$ cat src/rtl/led_pattern_pwm.sv
// led_pattern_pwm: PWM-dimmed LED patterns (ALT, BREATHE, CHASE, OFF) stepped every STEP_PERIODS PWM periods.
// Optional macro LED_PATTERN_GAMMA_EN squares the BREATHE level for a perceptual ramp.
module led_pattern_pwm #(
    parameter int CLK_FREQ     = 25_000_000,
    parameter int N_LEDS       = 8,
    parameter int PWM_BITS     = 8,
    parameter int STEP_PERIODS = 392
) (
    input  logic              clk,
    input  logic              rst_n,
    input  logic [1:0]        mode,
    output logic [N_LEDS-1:0] leds,
    output logic              pwm_sync
);
    typedef enum logic [1:0] {ALT, BREATHE, CHASE, OFF} mode_t;
    localparam int SW = $clog2(STEP_PERIODS + 1);
    localparam logic [PWM_BITS-1:0] MAX = '1;
    localparam logic [SW-1:0] STEP_LAST = SW'(STEP_PERIODS - 1);
    localparam logic [31:0] ALT_32 = 32'h5555_5555;
    localparam logic [N_LEDS-1:0] ALT_INIT = ALT_32[N_LEDS-1:0];
    localparam logic [N_LEDS-1:0] ONE = N_LEDS'(1);
    logic [PWM_BITS-1:0] pwm_cnt, level, level_nx, duty, breathe_duty;
    logic [SW-1:0]       step_cnt;
    logic [N_LEDS-1:0]   mask, mask_nx;
    logic                dir, dir_nx, period_end, change, step;
    mode_t               mode_q, mode_in;
    assign mode_in    = mode_t'(mode);
    assign period_end = pwm_cnt == MAX;
    assign change     = period_end && mode_in != mode_q;
    // a mode switch takes priority and swallows a coincident step
    assign step       = period_end && step_cnt == STEP_LAST && !change;
`ifdef LED_PATTERN_GAMMA_EN
    logic [2*PWM_BITS-1:0] level_sq;
    assign level_sq     = level * level;
    assign breathe_duty = level_sq[2*PWM_BITS-1:PWM_BITS];
`else
    assign breathe_duty = level;
`endif
    assign duty = mode_q == BREATHE ? breathe_duty : MAX;
    always_comb begin
        mask_nx  = mask;
        level_nx = level;
        dir_nx   = dir;
        if (change) begin
            mask_nx = mode_in == ALT ? ALT_INIT : mode_in == BREATHE ? '1 : mode_in == CHASE ? ONE : '0;
            if (mode_in == BREATHE) begin
                level_nx = '0;
                dir_nx   = 1'b0;
            end
        end else if (step) begin
            if (mode_q == ALT)
                mask_nx = ~mask;
            else if (mode_q == CHASE)
                mask_nx = (mask << 1) | (mask >> (N_LEDS - 1));
            else if (mode_q == BREATHE) begin
                level_nx = dir ? level - 1'b1 : level + 1'b1;
                dir_nx   = level_nx == MAX ? 1'b1 : level_nx == '0 ? 1'b0 : dir;
            end
        end
    end
    always_ff @(posedge clk) begin
        if (!rst_n) begin
            pwm_cnt  <= '0;
            step_cnt <= '0;
            mode_q   <= ALT;
            mask     <= ALT_INIT;
            level    <= '0;
            dir      <= 1'b0;
            leds     <= '0;
            pwm_sync <= 1'b0;
        end else begin
            pwm_cnt  <= pwm_cnt + 1'b1;
            step_cnt <= (change || step) ? '0 : period_end ? step_cnt + 1'b1 : step_cnt;
            mode_q   <= period_end ? mode_in : mode_q;
            mask     <= mask_nx;
            level    <= level_nx;
            dir      <= dir_nx;
            leds     <= pwm_cnt < duty ? mask : '0;
            pwm_sync <= period_end;
        end
    end
endmodule

$ cat config.mk
export PLATFORM = sky130hd
export DESIGN_NAME = led_pattern_pwm
export DESIGN_NICKNAME = d
export VERILOG_FILES = /design/src/rtl/led_pattern_pwm.sv
export SDC_FILE = /design/constraint.sdc
export NUM_CORES = 1
export LEC_CHECK = 0
export CAP_MARGIN = 20
export CELL_PAD_IN_SITES_DETAIL_PLACEMENT = 1
export CELL_PAD_IN_SITES_GLOBAL_PLACEMENT = 1
export CORE_MARGIN = 2
export CORE_UTILIZATION = 40
export CTS_CLUSTER_DIAMETER = 60
export DETAILED_ROUTE_END_ITERATION = 8
export GPL_ROUTABILITY_DRIVEN = 0
export PLACE_DENSITY = 0.79
export SYNTH_ARGS = -nofsm -noshare
export SYNTH_HDL_FRONTEND = slang
export SYNTH_SLANG_ARGS = --single-unit
$ cat constraint.sdc
create_clock -name clk -period 2.26 [get_ports clk]
set_clock_uncertainty 0.2 [all_clocks]
set_input_delay 0.678 -clock clk [delete_from_list [all_inputs] [get_ports clk]]
set_output_delay 0.678 -clock clk [all_outputs]
set_load 0.005 [all_outputs]
==> results.toml <==
[floorplanning]
start_util = 0.410
die_width_um = 81.5
rows = 28
num_io_pins = 13
die_area_mm2 = 0.00663
core-area_mm2 = 0.00585
fp.dieH_um = 81.5

[clock_network]
cts_sinks = 45
cts-root-buf = "clkbuf_8"
clk_latency_ns = 0.30
numCtsBuffers = 5
cts_hold_buf = 0
cts.clk_slew.worst_paths_ns = 0.09
cts_tree = "done"
cts_buffer_depth = 2
cts_max_level = 2

[timing]
final_max_slew_viol_count = 0
period_minus_slack_ns = 2.38
finalWorstSetupSlack_ns = -0.120
fmax_ghz = 0.420
tightest_slew_ns = 0.442
fin_hold_ws_ns = 0.308
fin_setup_tns_ns = -0.120
hold_viol_final = 0
setup_viol_count_final = 1
slew_headroom = 0.704
rsz0062_at_grt = "yes"
finalCritPeriodShare = 1.05

[power]
power_density_mw_per_mm2 = 503
switching_share = 0.207
p_sw_mw = 0.334
p_int_mw = 1.28
power_frac_seq = 0.499
ir_drop_mv = 0.220
power_frac_clock = 0.454
p_leak_nw = 1.34
p_comb_frac = 0.047

[setup_path]
crit_type = "flip-flop to flip-flop"
worst-path-max-fanout = 8
cp.arrival_ns = 2.41
cp-end-kind = "flip-flop"
r2r-start = "dir"
worstPathRequired_ns = 2.29
crit_start = "dir"
crit_path_start_kind = "flip-flop"

[yosys]
netlist_instances = 267
ys_seq_area_frac = 0.375
synth_area_leaders = "dfxtp_1, ha_1, nor2_1"
synthMuxAreaShare = 0.0292
synthDistinctLibCells = 44
synth_xor_area_frac = 0.0730
synth_nets = 289
synthAdderAreaFrac = 0.0970
synth_seq_cells = 45
synth_area_mm2 = 0.00240
synth_compound_area_frac = 0.161
synth-edff-count = 0
synth_top_area_frac = 0.375
syn_area_per_cell_um2 = 8.99
synth-async-reset-ratio = 0
synth.most_common_cell = "dfxtp_1"
synth_largest_area_cell = "dfxtp_1"
synthSimpleGateAreaFrac = 0.240
synth_top_family_by_area = "simple AND/OR/NAND/NOR gates"
synth_common_cells = "dfxtp_1, nor2_1, nand2_1"
synthFlopType = "dfxtp_1"
ys_warn_count = 0

[route]
wl_mm = 7.02
vias_per_cell = 5.53
ant_nets = 0
drt_iter0_markers = 59
num_vias = 2205
wl_per_cell_um = 17.6
drt_first_pass_iters = 4
drcViolationCount = 0

[global_route]
grt_max_degree = 16
grt_pass1_vias = 2143
grt_pass1_wl_mm = 10.2
grt_overflow = 0
grt_antenna_before_repair = 0
grt_usage = 0.203

[cells_and_area]
drive_gt1_frac = 0.244
fill_cells = 668
regArea_um2 = 906
diodes = 0
fin_nets = 345
multi_input_area_mm2 = 0.00157
area_growth_pct = 33.5

[worst_hold_path]
hold_class = "flip-flop to flip-flop"
min-delay-start = "mask[0]"

[run_status]
failed_checks = "negative setup slack"
outcome = "finished with violations"

[placed_design]
dpl_worst_slack_ns = -0.440
hpwl_mm = 4.30
port_buffers = 12

[run]
cap_viol_max_count = 0
layer usage:
metal  track usage  share of wire  routed length (um)  up-vias
li1              -              -                   -     1056
met2         0.372           0.52                3660       42
met1         0.235           0.43                3030     1094
met3        0.0319          0.028                 195       13
met5             0              0                   0        -
met4        0.0814          0.020                 142        0
final timing paths:
path                                 to  slack, ns  depth (start not counted)
worst max-delay path                dir      -0.12                          8
worst min-delay path            leds[0]       0.31                          1
worst min register to register  leds[0]       0.31                          1
worst max register to register      dir      -0.12                          8
cell usage in the layout, fill, tap and decap left out, drive strengths merged, types with 6 or more instances in the layout:
| cell | instances |
|---|---|
| nand4 | 9 |
| ha | 17 |
| xnor2 | 11 |
| nor2 | 29 |
| nor2b | 7 |
| mux2i | 7 |
| a211oi | 8 |
| inv | 8 |
| xor2 | 9 |
| buf | 44 |
| dfxtp | 45 |
| and2 | 6 |
| o21ai | 15 |
| clkdlybuf4s50 | 10 |
| nand2 | 23 |
| nor3b | 10 |
stage by stage:
stage / power (mW) / cell area, um^2 / std cells / utilization
finish: 1.61 / 3200 / 399 / 0.547
global route: 1.66 / 3200 / 399 / 0.547
detailed placement: 0.892 / 2820 / 379 / 0.483
floorplan: 0.852 / 2400 / 267 / -
CTS: 1.62 / 3060 / 394 / 0.523
global placement: 0.890 / 2820 / 379 / 0.483
sequential cells by signal, summed over array words and instances, names as in the netlist:
| register | cells |
|---|---|
| dir | 1 |
| step_cnt | 9 |
| mask | 8 |
| mode_q | 2 |
| pwm_sync | 1 |
| breathe_duty | 8 |
| pwm_cnt | 8 |
| leds | 8 |
power by group through the flow:
| stage | Combinational (mW) | Sequential [mW] | Clock [mW] |
|---|---|---|---|
| 5_1_grt | 0.0822 | 0.806 | 0.771 |
| 3_5_place_dp | 0.0679 | 0.824 | 0 |
| 2_1_floorplan | 0.0274 | 0.825 | 0 |
| 4_1_cts | 0.0738 | 0.805 | 0.740 |
| 3_3_place_gp | 0.0667 | 0.823 | 0 |
| 6_report | 0.0764 | 0.805 | 0.731 |
critical path: stages, from the launching register on:
cell	delay, ns
dfxtp_2	0.35
buf_6	0.15
ha_1	0.34
or2_2	0.32
a21oi_1	0.20
a31oi_1	0.08
xnor2_1	0.32
nand4_1	0.15
a31oi_1	0.19
repair_timing:
action	4_1_cts	5_1_grt
gates resized for setup	12	26
pin swaps	4	8
cloned	1	0
hold endpoints to repair	0	0
setup endpoints to repair	25	17
setup buffers	6	5
kinds of logic (layout without fill, tap and decap cells):
kind of cell,after synthesis,count (layout)
DFF,45,45
AOI/OAI and AO/OA,52,52
muxes,7,7
and+or+nand+nor,110,110
buffers and inverters,15,72
adders and majority gates,18,18
xor gates and xnor gates,20,20
cell type report:
class | count | share of cell area
inverters | 8 | 0.00938
clock inverters | 3 | 0.0203
flip-flops and latches | 45 | 0.283
multi-input cells | 207 | 0.491
repair buffers | 56 | 0.146
well taps | 75 | 0.0293
clock buffers | 5 | 0.0215
No activity file was read; power rests on OpenSTA's default activity.
